===== config.mk =====
export PLATFORM = sky130hd
export DESIGN_NAME = matrix_register_bank
export DESIGN_NICKNAME = d
export VERILOG_FILES = /design/src/rtl/matrix_register_bank_pkg.sv /design/src/rtl/matrix_register_bank_store.sv /design/src/rtl/matrix_register_bank.sv
export SDC_FILE = /design/constraint.sdc
export NUM_CORES = 2
export LEC_CHECK = 0
export CAP_MARGIN = 0
export CORE_UTILIZATION = 50
export CTS_BUF_LIST = sky130_fd_sc_hd__clkbuf_4
export CTS_CLUSTER_SIZE = 20
export DETAILED_ROUTE_END_ITERATION = 10
export PLACE_DENSITY = 0.67
export RECOVER_POWER = 25
export SLEW_MARGIN = 15
export SYNTH_ARGS = -nofsm -noshare
export SYNTH_HDL_FRONTEND = slang
export SYNTH_SLANG_ARGS = --single-unit

===== constraint.sdc =====
create_clock -name in_clk -period 12 [get_ports in_clk]
set_clock_uncertainty 0.2 [all_clocks]
set_input_delay 2.4 -clock in_clk [delete_from_list [all_inputs] [get_ports in_clk]]
set_output_delay 2.4 -clock in_clk [all_outputs]
set_load 0.005 [all_outputs]

===== src/rtl/matrix_register_bank_pkg.sv =====
// rtl/matrix_register_bank_pkg.sv - request type, matrix select and FSM state encodings
// Shared with square_matrix_mult so both ends of the register-request bus agree.
package matrix_register_bank_pkg;
    localparam logic [1:0] TYPE_CELL = 2'b00;
    localparam logic [1:0] TYPE_ROW  = 2'b01;
    localparam logic [1:0] TYPE_COL  = 2'b10;

    localparam logic [1:0] MAT_A = 2'b00;
    localparam logic [1:0] MAT_B = 2'b01;
    localparam logic [1:0] MAT_C = 2'b10;

    typedef enum logic [1:0] {
        ST_IDLE   = 2'd0,
        ST_GATHER = 2'd1,
        ST_RESP   = 2'd2
    } bank_state_e;

    function automatic logic mat_legal(input logic [1:0] m);
        return m != 2'b11;
    endfunction
endpackage


===== src/rtl/matrix_register_bank_store.sv =====
// rtl/matrix_register_bank_store.sv - one matrix: single write port, two combinational read ports
// Contents are deliberately not reset; out-of-range reads return 0 and out-of-range writes are dropped.
module matrix_store
    import matrix_register_bank_pkg::*;
#(
    parameter int depth         = 4,
    parameter int cell_width    = 8,
    parameter int address_width = 2
) (
    input  logic                     clk,
    input  logic                     wr_en,
    input  logic [address_width-1:0] wr_addr,
    input  logic [cell_width-1:0]    wr_data,
    input  logic [address_width-1:0] gather_addr,
    output logic [cell_width-1:0]    gather_data,
    input  logic [address_width-1:0] host_addr,
    output logic [cell_width-1:0]    host_data
);
    logic [cell_width-1:0] mem_q [depth];

    always_ff @(posedge clk) begin
        if (wr_en && (32'(wr_addr) < depth)) begin
            mem_q[wr_addr] <= wr_data;
        end
    end

    always_comb begin
        gather_data = '0;
        host_data   = '0;
        if (32'(gather_addr) < depth) gather_data = mem_q[gather_addr];
        if (32'(host_addr) < depth)   host_data   = mem_q[host_addr];
    end
endmodule


===== src/rtl/matrix_register_bank.sv =====
// rtl/matrix_register_bank.sv - A/B/C register bank serving cell/row/column reads and a host side-port
// Row/column reads gather one lane per cycle into a private buffer so out_data only changes on a response.
module matrix_register_bank
    import matrix_register_bank_pkg::*;
#(
    parameter int size          = 4,
    parameter int cell_width    = 16,
    parameter int address_width = 4,
    localparam int width        = cell_width * size
) (
    input  logic                     in_clk,
    input  logic                     in_reset,
    input  logic [address_width-1:0] in_reg_address,
    input  logic [1:0]               in_type,
    input  logic [1:0]               in_matrix,
    input  logic                     in_read_en,
    input  logic                     in_write_en,
    input  logic [width-1:0]         in_write_data,
    output logic [width-1:0]         out_data,
    output logic                     out_data_ready,
    input  logic                     host_wr_en,
    input  logic                     host_rd_en,
    input  logic [1:0]               host_matrix,
    input  logic [address_width-1:0] host_addr,
    input  logic [cell_width-1:0]    host_wr_data,
    output logic [cell_width-1:0]    host_rd_data
);
    localparam int depth     = size * size;
    localparam int cnt_width = $clog2(size);

    bank_state_e              state_q, state_d;
    logic [cnt_width-1:0]     cnt_q, cnt_d;
    logic [address_width-1:0] addr_q, addr_d;
    logic [1:0]               type_q, type_d, mat_q, mat_d;
    logic [width-1:0]         gather_q, gather_d, data_q, data_d;
    logic [cell_width-1:0]    host_rd_q, host_rd_d;

    logic [cell_width-1:0]    gather_cell [3];
    logic [cell_width-1:0]    host_cell [3];
    logic [cell_width-1:0]    rd_cell;
    logic [address_width-1:0] rd_addr;
    logic [1:0]               rd_mat;
    logic                     rd_in_range;
    logic [31:0]              lane_idx;
    logic                     req_wr_ok;
    logic                     unused_wr_hi;

    assign req_wr_ok    = in_write_en && (in_type == TYPE_CELL) && mat_legal(in_matrix);
    assign unused_wr_hi = ^in_write_data[width-1:cell_width];

    // Each store has one write port: the requester takes it when both target the same matrix.
    for (genvar g = 0; g < 3; g++) begin : g_store
        logic req_hit, host_hit;
        assign req_hit  = req_wr_ok && (in_matrix == 2'(g));
        assign host_hit = host_wr_en && (host_matrix == 2'(g));

        matrix_store #(
            .depth        (depth),
            .cell_width   (cell_width),
            .address_width(address_width)
        ) u_store (
            .clk        (in_clk),
            .wr_en      (req_hit || host_hit),
            .wr_addr    (req_hit ? in_reg_address : host_addr),
            .wr_data    (req_hit ? in_write_data[cell_width-1:0] : host_wr_data),
            .gather_addr(rd_addr),
            .gather_data(gather_cell[g]),
            .host_addr  (host_addr),
            .host_data  (host_cell[g])
        );
    end

    always_comb begin
        lane_idx = 32'(addr_q) + ((type_q == TYPE_COL) ? 32'(cnt_q) * 32'(size) : 32'(cnt_q));
        if (state_q == ST_IDLE) begin
            rd_addr     = in_reg_address;
            rd_mat      = in_matrix;
            rd_in_range = 32'(in_reg_address) < depth;
        end else begin
            rd_addr     = lane_idx[address_width-1:0];
            rd_mat      = mat_q;
            rd_in_range = lane_idx < depth;
        end
        rd_cell = '0;
        if (rd_in_range) begin
            case (rd_mat)
                MAT_A:   rd_cell = gather_cell[0];
                MAT_B:   rd_cell = gather_cell[1];
                MAT_C:   rd_cell = gather_cell[2];
                default: rd_cell = '0;
            endcase
        end
    end

    always_comb begin
        state_d  = state_q;
        cnt_d    = cnt_q;
        addr_d   = addr_q;
        type_d   = type_q;
        mat_d    = mat_q;
        gather_d = gather_q;
        data_d   = data_q;
        case (state_q)
            ST_IDLE: begin
                if (in_read_en) begin
                    addr_d = in_reg_address;
                    type_d = in_type;
                    mat_d  = in_matrix;
                    cnt_d  = '0;
                    if (mat_legal(in_matrix) && (32'(in_reg_address) < depth) &&
                        ((in_type == TYPE_ROW) || (in_type == TYPE_COL))) begin
                        state_d = ST_GATHER;
                    end else begin
                        state_d = ST_RESP;
                        data_d  = (mat_legal(in_matrix) && (32'(in_reg_address) < depth) &&
                                   (in_type == TYPE_CELL)) ? width'(rd_cell) : '0;
                    end
                end
            end
            ST_GATHER: begin
                gather_d[cnt_q*cell_width +: cell_width] = rd_cell;
                if (cnt_q == cnt_width'(size - 1)) begin
                    state_d = ST_RESP;
                    data_d  = gather_d;
                end else begin
                    cnt_d = cnt_q + 1'b1;
                end
            end
            ST_RESP: state_d = ST_IDLE;
            default: state_d = ST_IDLE;
        endcase
    end

    always_comb begin
        host_rd_d = host_rd_q;
        if (host_rd_en) begin
            case (host_matrix)
                MAT_A:   host_rd_d = host_cell[0];
                MAT_B:   host_rd_d = host_cell[1];
                MAT_C:   host_rd_d = host_cell[2];
                default: host_rd_d = '0;
            endcase
        end
    end

    always_ff @(posedge in_clk or posedge in_reset) begin
        if (in_reset) begin
            state_q   <= ST_IDLE;
            cnt_q     <= '0;
            addr_q    <= '0;
            type_q    <= '0;
            mat_q     <= '0;
            gather_q  <= '0;
            data_q    <= '0;
            host_rd_q <= '0;
        end else begin
            state_q   <= state_d;
            cnt_q     <= cnt_d;
            addr_q    <= addr_d;
            type_q    <= type_d;
            mat_q     <= mat_d;
            gather_q  <= gather_d;
            data_q    <= data_d;
            host_rd_q <= host_rd_d;
        end
    end

    assign out_data       = data_q;
    assign out_data_ready = (state_q == ST_RESP);
    assign host_rd_data   = host_rd_q;
endmodule


==> impl_results.md <==
- Status: finished with violations
- Failing checks: capacitance limit, slew limit
- Crit path from: in_reset
- Power Density: 231.8 mW/mm2
- CP max-delay cell: clkbuf_1
- Post-synthesis sequential area ratio: 0.6285
- Post-synth EDFFs: 768
- Final WS setup: roughly 4 ns
- Post-route cell area: ~0.048 mm2
- VDD IR max: 0.2325 mV
- Seq cells post-synth: 924
- Routed WL: 133.2 mm
- Setup Slack @ Placement: between 4 and 5 ns
- WL met3: 16.29 mm
- Syn_area_per_cell: 15.48 um2
- Clock Sinks: around 900
- Antenna Nets Post-Route: 0
- Placer's final routability congestion estimate: 0.9165
- Synth Warn #: 0
- DP HPWL: about 81 mm
- RSZ-0062 raised after global routing: false
- Residual DRC: 0
- WP data required: around 12 ns
- Area Overhead vs Synth: 13.04%
- Full die area: ~0.087 mm2
- Core area: 0.08501 mm2
- CTS tree: yes
- Fin nets: 3112
- Static Leakage: 16.57 nW
- TNS Setup: 0 ns
- CTS Root Cell: clkbuf_4
- Grt ovf: 0
- Syn_nets: 2884
- Hold Startpoint: gather_q[7]
- Post-CTS sizing: 0
- Critical path's top delay family: buffers and inverters
- Num rows: between 100 and 150
- Vias: 28160
- Router iterations before antenna repair: 6
- Mapped Cells: 2772
- Commonest cells after routing, fill and taps aside: 768 x edfxtp_1, 462 x nand2_1, 377 x mux4_2
- Post-Syn Area: 0.04290 mm2
- Synth async-reset ratio: 0.1688
- DP Area: 0.04566 mm2
- Crit-path cells: dlygate4sd3_1 > clkinvlp_2 > clkbuf_1
- Starting Density: 0.5047
- Max_cap viols: 4
- First-pass GRT wire length: 190.8 mm
- Latest clock arrival within the worst-skew pair: ~1.1 ns
- Final Cycle Share: 0.6662
- # Post-CTS Setup Buffers: 0
- # IOs: 181
- Fraction of layout cells with a size suffix above 1: 0.2819
- Worst-path clk slew: 0.06 ns
- Synth unique cells: 56
- Vias in the first global route: between 20000 and 30000
- Tmin final: 7.995 ns
- Die W: approximately 290 um
- Crit Path Max Fanout: 81
- Most common cell after layout, fill and taps aside: edfxtp_1
- Initial antenna violation count: 4
- Slew headroom: -1.612
- Delay of the slowest critical-path stage: 2.90 ns
- Aggregate global-route resource usage: 0.3126
- Crit Path Class: primary input to asynchronous set/reset pin
- Setup violators final: 0
- FF-to-FF Start: state_q[0]
- DIE HEIGHT: 294.9 um
- Top_reg_cell synth: edfxtp_1
- Initial drt markers: about 3800
- H-tree Lvls: 4
- Port bufs: 132
- Routed length per instance: between 30 and 40 um
- Number of CTS-inserted buffers: 229
- F_max: 0.1251 GHz
- Clock Tree Buf Depth: 3
- CP Buf/Inv Count: 3
- Vias per cell: between 6 and 7
- Critical path endpoint category: asynchronous set/reset pin
- WL met2: 62.91 mm
- Actual slew at the worst max-slew pin: 3.919 ns
- Hold WC Path Type: flop to flop
- Uppermost layer routed: met4
- Post-CTS Hold Fix Bufs: 0
- CP arrival: roughly 8.0 ns
- Fin. Hold Viols: 0
- Startpoint types: primary input
- M1 WL: 46.05 mm
- Fin. max-slew vios: roughly 230
- Largest net degree at the start of global routing: 90
state kept, by name, summed over array words and instances, names as in the netlist:
signal                 flops
g_store.u_store.mem_q    768
mat_q                      2
gather_q                  64
state_q                    2
out_data                  64
cnt_q                      2
host_rd_data              16
type_q                     2
addr_q                     4
cells in the mapped netlist, types with 8 or more instances:
cell      instances  area [um2]
clkbuf_1        131       491.7
edfxtp_1        768       23060
o22ai_1          65       406.6
mux4_2          377        8491
mux2i_1          36       360.4
nand3_1         137       685.7
nand2_1         462        1734
o21ai_0          63       315.3
nor2b_1           8       50.05
mux2_2            9       101.4
buf_1            26       97.59
a21oi_1         116       580.6
a22oi_1          40       300.3
nor3_1           10       50.05
dfrtp_1         156        3904
buf_2            25       125.1
nand4_1          16       100.1
nand2b_1          9       56.30
ha_1             11       137.6
nor2_1          172       645.6
a32oi_1          34       297.8
nor3_4           12       195.2
worst paths after layout:
path	to	slack (ns)	cells past startpoint
setup reg to reg	gather_q[53]	6.41	10
hold / removal	gather_q[7]	0.28	2
setup / recovery	gather_q[39]	4.01	3
min in group asynchronous	out_data[50]	2.71	2
hold reg to reg	gather_q[7]	0.28	2
max in group in_clk	gather_q[53]	5.31	9
worst min-delay path: stages, from the launching register on:
cell	delay, ns
dfrtp_1	0.34
nand2_1	0.05
o21ai_0	0.06
metrics by stage:
step           power, W  instances  hold WS [ns]  utilization
2_1_floorplan  0.006783       2772        0.2413            -
3_3_place_gp   0.008550       3913        0.2584       0.5371
3_5_place_dp   0.008607       3913        0.2706       0.5371
4_1_cts         0.01121       4294        0.2848       0.5706
5_1_grt         0.01169       4299        0.3022       0.5704
6_report        0.01124       4299        0.2808       0.5704
layer usage:
metal	up-vias	GRT usage
li1	11580	-
met1	14340	0.3946
met2	1889	0.4857
met3	360	0.08491
met4	0	0.1881
met5	-	0
area by class of cell:
| type | count | area (um2) |
|---|---|---|
| Clock inverter | 43 | 310.3 |
| Timing Repair Buffer | 193 | 1778 |
| Fill cell | 6552 | 36520 |
| Multi-Input combinational cell | 1644 | 15430 |
| Inverter | 8 | 31.28 |
| Sequential cell | 924 | 26970 |
| Clock buffer | 338 | 2537 |
| Tap cell | 1144 | 1431 |
| Antenna cell | 5 | 12.51 |
power by group:
part / total [W] / switching [W] / internal, W
clock: 0.00261 / 0.00127 / 0.00134
sequential: 0.00389 / 0.000150 / 0.00374
combinational: 0.00474 / 0.00304 / 0.00169
logic make-up after synthesis:
family | share of synthesized area
fa+ha+maj | 0.003675
mux | 0.2090
simple gates | 0.08545
flops | 0.6285
xor+xnor | 0.0006126
buf+inv | 0.02041
compound gates | 0.05229
No activity file was read; power rests on OpenSTA's default activity.
